==> config.mk <==
export PLATFORM = sky130hd
export DESIGN_NAME = fetch_sequencer_flat
export DESIGN_NICKNAME = d
export VERILOG_FILES = /design/src/rtl/fetch_pkg.sv /design/src/rtl/fetch_sequencer_if.sv /design/src/rtl/fetch_wait_timer.sv /design/src/rtl/fetch_sequencer.sv /design/src/flat_wrapper.sv
export SDC_FILE = /design/constraint.sdc
export NUM_CORES = 1
export LEC_CHECK = 0
export ABC_AREA = 1
export ABC_CLOCK_PERIOD_IN_PS = 1860
export CORE_MARGIN = 2
export CORE_UTILIZATION = 40
export DETAILED_ROUTE_END_ITERATION = 12
export DONT_BUFFER_PORTS = 1
export PLACE_DENSITY = 0.56
export SLEW_MARGIN = 40
export SYNTH_ARGS = -nofsm -noshare
export SYNTH_HDL_FRONTEND = slang
export SYNTH_SLANG_ARGS = --single-unit
==> constraint.sdc <==
create_clock -name Clk -period 1.86 [get_ports Clk]
set_input_delay 0.558 -clock Clk [delete_from_list [all_inputs] [get_ports Clk]]
set_output_delay 0.558 -clock Clk [all_outputs]
set_load 0.01 [all_outputs]
==> src/rtl/fetch_pkg.sv <==
// Shared definitions for the instruction-fetch sequencer: state encoding and
// default fetch parameters.
package fetch_pkg;

    typedef enum logic [1:0] {
        StBoot  = 2'd0,
        StFetch = 2'd1,
        StDrain = 2'd2
    } fetch_state_e;

    localparam int unsigned  DefPcStep      = 4;
    localparam logic [31:0]  DefResetVector = 32'h0000_0000;

endpackage

==> src/rtl/fetch_sequencer_if.sv <==
// Instruction-memory request/acknowledge bus between the fetch sequencer
// (master) and instruction memory (slave).
interface fetch_sequencer_if #(
    parameter int unsigned ADDR_W = 32
);
    logic              imem_req;
    logic [ADDR_W-1:0] imem_addr;
    logic              imem_ack;
    logic [31:0]       imem_data;

    modport master (
        output imem_req,
        output imem_addr,
        input  imem_ack,
        input  imem_data
    );

    modport slave (
        input  imem_req,
        input  imem_addr,
        output imem_ack,
        output imem_data
    );
endinterface

==> src/rtl/fetch_wait_timer.sv <==
// Saturating count of consecutive unacknowledged request cycles, with a sticky
// timeout flag once the count reaches MAX_WAIT.
module fetch_wait_timer #(
    parameter int unsigned MAX_WAIT = 15
) (
    input  logic Clk,
    input  logic R,
    input  logic req,
    input  logic ack,
    output logic timeout
);
    localparam int unsigned     CntW   = $clog2(MAX_WAIT + 1);
    localparam logic [CntW-1:0] CntMax = CntW'(MAX_WAIT);

    logic [CntW-1:0] cnt_q;
    logic [CntW-1:0] cnt_d;

    // Count waiting cycles; any ack or idle cycle restarts the count.
    always_comb begin
        cnt_d = '0;
        if (req && !ack) begin
            cnt_d = (cnt_q == CntMax) ? cnt_q : cnt_q + 1'b1;
        end
    end

    // Counter and sticky timeout, cleared only by reset.
    always_ff @(posedge Clk) begin
        if (!R) begin
            cnt_q   <= '0;
            timeout <= 1'b0;
        end else begin
            cnt_q   <= cnt_d;
            timeout <= timeout | (cnt_d == CntMax);
        end
    end
endmodule

==> src/rtl/fetch_sequencer.sv <==
// Instruction-fetch controller: drives the imem req/ack handshake, keeps a
// one-entry buffer toward decode, honours stalls and redirects on taken
// branches (flush, drain the in-flight request, restart at the target).
// Optional performance counters are built when FETCH_PERF_EN is defined.
module fetch_sequencer
    import fetch_pkg::*;
#(
    parameter int unsigned       ADDR_W       = 32,
    parameter logic [ADDR_W-1:0] RESET_VECTOR = ADDR_W'(DefResetVector),
    parameter int unsigned       PC_STEP      = DefPcStep,
    parameter int unsigned       MAX_WAIT     = 15
) (
    input  logic              Clk,
    input  logic              R,
    fetch_sequencer_if.master imem,
    input  logic              stall,
    input  logic              br_taken,
    input  logic [ADDR_W-1:0] br_target,
    output logic [ADDR_W-1:0] pc,
    output logic [31:0]       instr,
    output logic [ADDR_W-1:0] instr_pc,
    output logic              instr_valid,
    output logic              flush,
    output logic              timeout,
    output logic [31:0]       fetch_cnt,
    output logic [31:0]       stall_cnt
);
    localparam logic [ADDR_W-1:0] PcInc = ADDR_W'(PC_STEP);

    fetch_state_e      state;
    logic [ADDR_W-1:0] drain_addr;
    logic [ADDR_W-1:0] fetch_addr;
    logic              req;
    logic              ack;
    logic              buf_free;

    assign ack = imem.imem_ack;

    // Request generation. While a request waits for its ack the buffer has
    // already been consumed, so buf_free stays high and req cannot drop.
    always_comb begin
        buf_free   = !instr_valid || !stall;
        req        = 1'b0;
        fetch_addr = pc;
        unique case (state)
            StBoot:  req = 1'b0;
            StFetch: req = buf_free;
            StDrain: begin
                req        = 1'b1;
                fetch_addr = drain_addr;
            end
            default: req = 1'b0;
        endcase
    end

    assign imem.imem_req  = req;
    assign imem.imem_addr = fetch_addr;

    // Fetch FSM with registered buffer, pc and flush; branches win over ack/stall.
    always_ff @(posedge Clk) begin
        if (!R) begin
            state       <= StBoot;
            pc          <= RESET_VECTOR;
            instr       <= '0;
            instr_pc    <= '0;
            instr_valid <= 1'b0;
            flush       <= 1'b0;
            drain_addr  <= '0;
        end else begin
            flush <= 1'b0;
            unique case (state)
                StBoot: state <= StFetch;
                StFetch: begin
                    if (br_taken) begin
                        pc          <= br_target;
                        instr_valid <= 1'b0;
                        flush       <= 1'b1;
                        // An unacked request must complete before the target is fetched.
                        if (req && !ack) begin
                            drain_addr <= fetch_addr;
                            state      <= StDrain;
                        end
                    end else if (req && ack) begin
                        instr       <= imem.imem_data;
                        instr_pc    <= pc;
                        instr_valid <= 1'b1;
                        pc          <= pc + PcInc;
                    end else if (instr_valid && !stall) begin
                        instr_valid <= 1'b0;
                    end
                end
                StDrain: begin
                    if (br_taken) begin
                        pc    <= br_target;
                        flush <= 1'b1;
                    end
                    // Drained data is discarded; resume fetching at pc.
                    if (ack) begin
                        state <= StFetch;
                    end
                end
                default: state <= StBoot;
            endcase
        end
    end

    fetch_wait_timer #(
        .MAX_WAIT(MAX_WAIT)
    ) u_wait_timer (
        .Clk     (Clk),
        .R       (R),
        .req     (req),
        .ack     (ack),
        .timeout (timeout)
    );

`ifdef FETCH_PERF_EN
    logic [31:0] fetch_cnt_q;
    logic [31:0] stall_cnt_q;

    // Accepted fetches (drained or branch-squashed acks excluded) and stalled cycles.
    always_ff @(posedge Clk) begin
        if (!R) begin
            fetch_cnt_q <= '0;
            stall_cnt_q <= '0;
        end else begin
            if (state == StFetch && req && ack && !br_taken) begin
                fetch_cnt_q <= fetch_cnt_q + 32'd1;
            end
            if (instr_valid && stall) begin
                stall_cnt_q <= stall_cnt_q + 32'd1;
            end
        end
    end

    assign fetch_cnt = fetch_cnt_q;
    assign stall_cnt = stall_cnt_q;
`else
    assign fetch_cnt = '0;
    assign stall_cnt = '0;
`endif

endmodule

==> src/flat_wrapper.sv <==
// flat-port wrapper written by rule: the top's interface ports become plain ports
module fetch_sequencer_flat import fetch_pkg::*;
#(
    parameter int unsigned       ADDR_W       = 32,
    parameter logic [ADDR_W-1:0] RESET_VECTOR = ADDR_W'(DefResetVector),
    parameter int unsigned       PC_STEP      = DefPcStep,
    parameter int unsigned       MAX_WAIT     = 15
)
  (Clk, R, stall, br_taken, br_target, pc, instr, instr_pc, instr_valid, flush, timeout, fetch_cnt, stall_cnt, imem_imem_req, imem_imem_addr, imem_imem_ack, imem_imem_data);
  fetch_sequencer_if #(.ADDR_W(ADDR_W)) imem_i ();
  input  logic Clk;
  input  logic R;
  input  logic stall;
  input  logic br_taken;
  input  logic [ADDR_W-1:0] br_target;
  output logic [ADDR_W-1:0] pc;
  output logic [31:0] instr;
  output logic [ADDR_W-1:0] instr_pc;
  output logic instr_valid;
  output logic flush;
  output logic timeout;
  output logic [31:0] fetch_cnt;
  output logic [31:0] stall_cnt;
  output wire logic [$bits(imem_i.imem_req)-1:0] imem_imem_req;
  output wire logic [$bits(imem_i.imem_addr)-1:0] imem_imem_addr;
  input wire logic [$bits(imem_i.imem_ack)-1:0] imem_imem_ack;
  input wire logic [$bits(imem_i.imem_data)-1:0] imem_imem_data;
  assign imem_imem_req = imem_i.imem_req;
  assign imem_imem_addr = imem_i.imem_addr;
  assign imem_i.imem_ack = imem_imem_ack;
  assign imem_i.imem_data = imem_imem_data;
  fetch_sequencer #(.ADDR_W(ADDR_W), .RESET_VECTOR(RESET_VECTOR), .PC_STEP(PC_STEP), .MAX_WAIT(MAX_WAIT)) u_core (.Clk(Clk), .R(R), .imem(imem_i), .stall(stall), .br_taken(br_taken), .br_target(br_target), .pc(pc), .instr(instr), .instr_pc(instr_pc), .instr_valid(instr_valid), .flush(flush), .timeout(timeout), .fetch_cnt(fetch_cnt), .stall_cnt(stall_cnt));
endmodule
## Word-level counts from Yosys, hierarchy flattened

Index checks and enable logic that the tools add are counted.

| word-level totals | value |
|---|---|
| flip-flop bits (word level) | 137 |
| latch bits | 0 |
| RAM bits | 0 |
| memory bits (read-only) | 0 |
| input port bits | 69 |
| output and inout port bits | 196 |
| word-level logic and storage cells | 55 |
| memories kept | 0 |

| operators by class | value |
|---|---|
| add/sub/neg operators | 2 |
| multipliers | 0 |
| divide/modulo/power cells | 0 |
| magnitude comparators | 0 |
| eq/ne operators | 9 |
| shift-type cells | 0 |
| multiplexer cells | 16 |
| bitwise operators | 2 |
| reduce and logical (&&, ||, !) cells | 17 |

Operators by type and width:

| kind | count |
|---|---|
| $mux 32 | 4 |
| $pmux 32 s2 | 1 |
| $add 32x3->32 const B | 1 |
| $reduce_and 3->1 | 4 |
| $eq 4x4->1 const B | 2 |
| $mux 4 | 2 |
| $mux 2 | 3 |
| $ne 2x2->1 const B | 3 |
| $pmux 2 s3 | 1 |
| $add 4x1->4 const B | 1 |
| $mux 1 | 4 |
| $reduce_and 2->1 | 2 |
| $logic_and 1x1->1 | 3 |
| $logic_not 1->1 | 3 |
| $ne 3x2->1 const B | 1 |
| $reduce_bool 3->1 | 1 |
| $eq 2x1->1 const B | 1 |
| $eq 2x2->1 const B | 1 |
| $logic_not 2->1 | 1 |
| $ne 2x1->1 const B | 1 |
| $pmux 1 s2 | 1 |
| $reduce_bool 2->1 | 1 |
| $reduce_or 2->1 | 1 |
| $logic_or 1x1->1 | 1 |
| 2 further kinds | 2 |

## Depth between registers and ports, before layout

| logic depth | value |
|---|---|
| word-level depth | 7 |
| mapped depth | 13 |
| gate-level depth less buffers | 12 |

## By module

From an unflattened synthesis, not the netlist that was laid out.

| second synthesis, totals | value |
|---|---|
| cells, all modules | 1034 |
| area, all modules | 6891.6 um^2 |

Modules (own cells, without submodules):

| module | times used | cells each | area each (um^2) | sequential area each (um^2) |
|---|---|---|---|---|
| fetch_sequencer | 1 | 994 | 6617.6 | 2642.5 |
| fetch_wait_timer | 1 | 40 | 274.0 | 100.1 |

## Worst setup path before layout

No wires, ideal clock.

| path | value |
|---|---|
| path kind | reg2out |
| start point | register u_core.state[0] |
| end point | output port imem_imem_addr[0] |
| arrival time | 1.263 ns |
| slack | 0.039 ns |
| cell stages (with the launch flop) | 8 |
| buffers on the path | 2 |
| cell sequence | dfxtp_1 > inv_1 > ha_1 > buf_4 > inv_4 > clkbuf_1 > nand2_1 > o21ai_0 |

| between the ends | value |
|---|---|
| longest elaborated chain between the ends | 2 |

Ends and longest elaborated chain:

| what | RTL line | RTL |
|---|---|---|
| start: declaration | fetch_sequencer.sv:30 | `fetch_state_e state;` |
| start signal: assignment | fetch_sequencer.sv:62 | `state <= StBoot;` |
| start signal: assignment | fetch_sequencer.sv:72 | `StBoot: state <= StFetch;` |
| start signal: assignment | fetch_sequencer.sv:81 | `state <= StDrain;` |
| $eq 2x2->1 | fetch_sequencer.sv:45 | `unique case (state)` |
| $mux 32 | fetch_sequencer.sv:45 |  |
| end: declaration | flat_wrapper.sv:25 | `output wire logic [$bits(imem_i.imem_addr)-1:0] imem_imem_addr;` |

Every way passes these cells.

## Final worst setup path

| path | value |
|---|---|
| start point | register u_core.state[0] |
| end point | output port imem_imem_req |

| between the ends | value |
|---|---|
| longest elaborated chain between the ends | 2 |

Ends and longest elaborated chain:

| what | RTL line | RTL |
|---|---|---|
| $eq 2x2->1 or $eq 2x1->1 (tied branches) | fetch_sequencer.sv:45 |  |
| $pmux 1 s2 * | fetch_sequencer.sv:45 |  |
| end: declaration | flat_wrapper.sv:24 | `output wire logic [$bits(imem_i.imem_req)-1:0] imem_imem_req;` |

Every way passes the cells marked *; elsewhere a longest branch is shown, timed or not.

==> metrics.md <==
| Metric | Value |
|---|---|
| Sw Pwr | between 2000 and 3000 µW |
| Top post-synthesis cells by count | 263 x nand2_1, 142 x a21oi_1, 137 x dfxtp_1 |
| Worst EP arrival | between 1.5 and 2 ns |
| CTS H-tree depth | 4 |
| #FFs+latches synth | about 140 |
| Post-Route WL | between 20 and 25 mm |
| Worst path cell trace | inv_4, ha_4, buf_12, clkinv_8, a21oi_2, buf_4 |
| Dpl cells | 1259 |
| Worst-Skew Late Latency | around 0.42 ns |
| Io pins | about 270 |
| Share of layout cells above drive strength 1 | 0.256 |
| Final setup viols | 163 |
| Count leader, synth | nand2_1 |
| Crit path required time | about 1.3 ns |
| Max-slew violation count | 0 |
| Yosys cell types | 30 |
| First-pass GRT wire length | 33.3 mm |
| Multi-input combinational cell area | between 4000 and 5000 µm² |
| Hold Crit Class | in -> reg |
| Failing checks | negative setup slack |
| # nets final | 1172 |
| Drt pass-1 iters | 5 |
| Part of the power in registers | 0.373 |
| GRT overflow | 0 |
| DRC viols | 0 |
| CTS tree | done |
| Post-synth top flop | dfxtp_1 |
| Initial DRC count | 518 |
| GR Util All Layers | 0.236 |
| Setup WS post-layout | -0.267 ns |
| Startpoint types | register |
| RSZ-0062 raised after global routing | true |
| Starting Density | 0.412 |
| Post-synth EDFFs | 0 |
| FF+latch area | around 2700 µm² |
| DIE AREA | 18200 µm² |
| Final hold violation count | 0 |
| Top cell type by total area after synthesis | dfxtp_1 |
| Beginning of the worst hold path | R |
| Largest net degree at the start of global routing | 67 |
| # Max-Cap Violations | 0 |
| R2r startpoint | u_core.state[0] |
| Outcome | finished with violations |
| Syn Inst Count | a little over 1000 |
| Fin crit share | 1.14 |
| Max frequency | 0.470 GHz |
| Crit path from | u_core.state[0] |
| Placer congestion estimate | around 0.85 |
| Setup Skew | a little over 0.01 ns |
| CTS Buffer Depth | 2 |
| Cell Area, Placed | roughly 7400 µm² |
| Comb power frac | 0.212 |
| Ys async rst share | 0 |
| Routed length per placed instance | 18.5 µm |
| Dpl hpwl | 14.9 mm |
| Clock group share of total power | 0.415 |
| Sw Ratio | 0.299 |
| Largest cells by area after synthesis | dfxtp_1 40%, nand2_1 14%, a21oi_1 10% |
| Kind of critical path | reg -> out |
| CTS Buf Count | 17 |
| Clock transition at path regs | 0.06 ns |
| Buffers on Ports | 0 |
| Maximum vdd drop | 0.607 mV |
| # fillers | ~1600 |
| Worst Path Buf+Inv | 4 |
| CP Max Fanout | 5 |
| Yosys warns | 0 |
| Yosys top cell area share | 0.399 |
| Core box area | 16700 µm² |
| Diodes inserted | 0 |
| CTS Sinks | 137 |
| Initial antenna violation count | 0 |
| Area grow syn2layout | 38.0% |
| Clock Tree Root | clkbuf_16 |
| Leakage | ~0.0036 µW |
| Cell area after layout | 9490 µm² |
| Pint | about 6100 µW |
| Crit-path max cell delay | approximately 0.33 ns |
| Die Span Y | around 140 µm |
| Delay-heaviest family, CP | buffers and inverters |
| Syn Area/Cell | 6.74 µm² |
| Row Count | 47 |
| Pwr dens | around 910 nW/µm² |
| Non-Filler Instances | about 1300 |
| Post-synthesis cell area | ~6900 µm² |
| Register area share after synthesis | 0.399 |
| Critical Path End Type | output port |
| Worst path slowest cell | dfxtp_2 |
| Placement Setup Slack | between 0.06 and 0.07 ns |
| Total number of vias | a little under 7000 |
| Antenna viol nets, final | 0 |
| Die width | 135 µm |
| Min cycle time layout | ~2.1 ns |
| Vias in the first global route | 6054 |
| Via density | slightly above 5 |
| CTS Hold Buffers Added | 0 |
## layout make-up
| cell class | instances | share of cell area |
|---|---|---|
| timing repair inverter | 2 | 0.00277 |
| tap | 220 | 0.0290 |
| inverter | 63 | 0.0293 |
| timing repair buffer | 113 | 0.159 |
| clock buffer | 17 | 0.0448 |
| multi-input combinational | 764 | 0.425 |
| clock inverter | 13 | 0.0206 |
| sequential | 137 | 0.289 |
## registers in the layout, summed over array words and instances, names as in the netlist
name and flops:
u_core.state 2, u_core.instr_pc 32, u_core.u_wait_timer.timeout 1, u_core.instr_valid 1
u_core.drain_addr 32, u_core.flush 1, u_core.u_wait_timer.cnt_q 4, u_core.instr 32
u_core.pc 32
## what timing repair did
action	in CTS	in global routing
pin swaps	26	8
gates cloned	8	17
resized for setup	115	157
setup endpoints to repair	33	165
setup buffers	10	6
## worst reg2reg max path, cell delays in order (launching register included)
cell       delay [ns]
dfxtp_2          0.33
inv_4            0.06
ha_4             0.20
buf_12           0.17
inv_16           0.06
buf_4            0.14
buf_4            0.14
nand2_2          0.10
nand3_4          0.12
inv_4            0.11
nand2_8          0.13
clkbuf_16        0.22
nor2_1           0.10
a21oi_1          0.05
nor2_1           0.12
## placed cells by master, fill, tap and decap left out, drive strengths merged
cell type / n
bufinv: 4
ha: 5
xor2: 7
a22oi: 1
o21ai: 74
dfxtp: 137
nand2: 265
buf: 101
a21oi: 142
nor2: 124
nand3b: 1
nor3: 2
nand4: 3
inv: 65
o22ai: 1
mux2i: 3
a31oi: 2
o211ai: 2
clkinv: 9
xnor2: 1
conb: 64
nand3: 67
clkbuf: 29
## worst paths after layout
kind | end | slack (ns) | depth (start not counted)
setup reg to reg | u_core.instr_pc[23] | -0.25 | 14
setup / recovery | imem_imem_req | -0.27 | 6
hold / removal | u_core.u_wait_timer.timeout | 0.25 | 2
hold reg to reg | u_core.drain_addr[24] | 0.47 | 2
## power groups by stage
stage	combinational [µW]	clock (µW)	sequential [µW]
4_1_cts	1440	3670	3230
5_1_grt	1970	3790	3250
3_5_place_dp	1280	0	3290
6_report	1830	3600	3240
2_1_floorplan	794	0	3280
3_3_place_gp	1280	0	3290
## stage by stage
step / utilization / setup TNS (ns) / total power, µW / hold slack [ns]
after floorplan: - / 0 / 4080 / 0.425
after global placement: 0.441 / 0 / 4560 / 0.431
after detailed placement: 0.441 / 0 / 4570 / 0.438
after CTS: 0.512 / -22.25 / 8330 / 0.237
final: 0.568 / -28.14 / 8670 / 0.250
after global routing: 0.568 / -39.20 / 9000 / 0.237
## per-layer routing
layer | GRT usage | vias to the layer above | part of all wire
li1 | - | 3341 | -
met1 | 0.295 | 3235 | 0.40
met2 | 0.395 | 275 | 0.49
met3 | 0.0755 | 32 | 0.086
met4 | 0.0602 | 0 | 0.018
met5 | 0 | - | 0
## logic make-up after synthesis
group,synth area share
xor gates and xnor gates,0.0102
and+or+nand+nor,0.271
other,0.000546
adders and majority gates,0.00910
buffers and inverters,0.143
muxes,0.00437
DFF,0.399
AOI/OAI and AO/OA,0.163
Note: power is estimated with default switching activity, not from simulation.
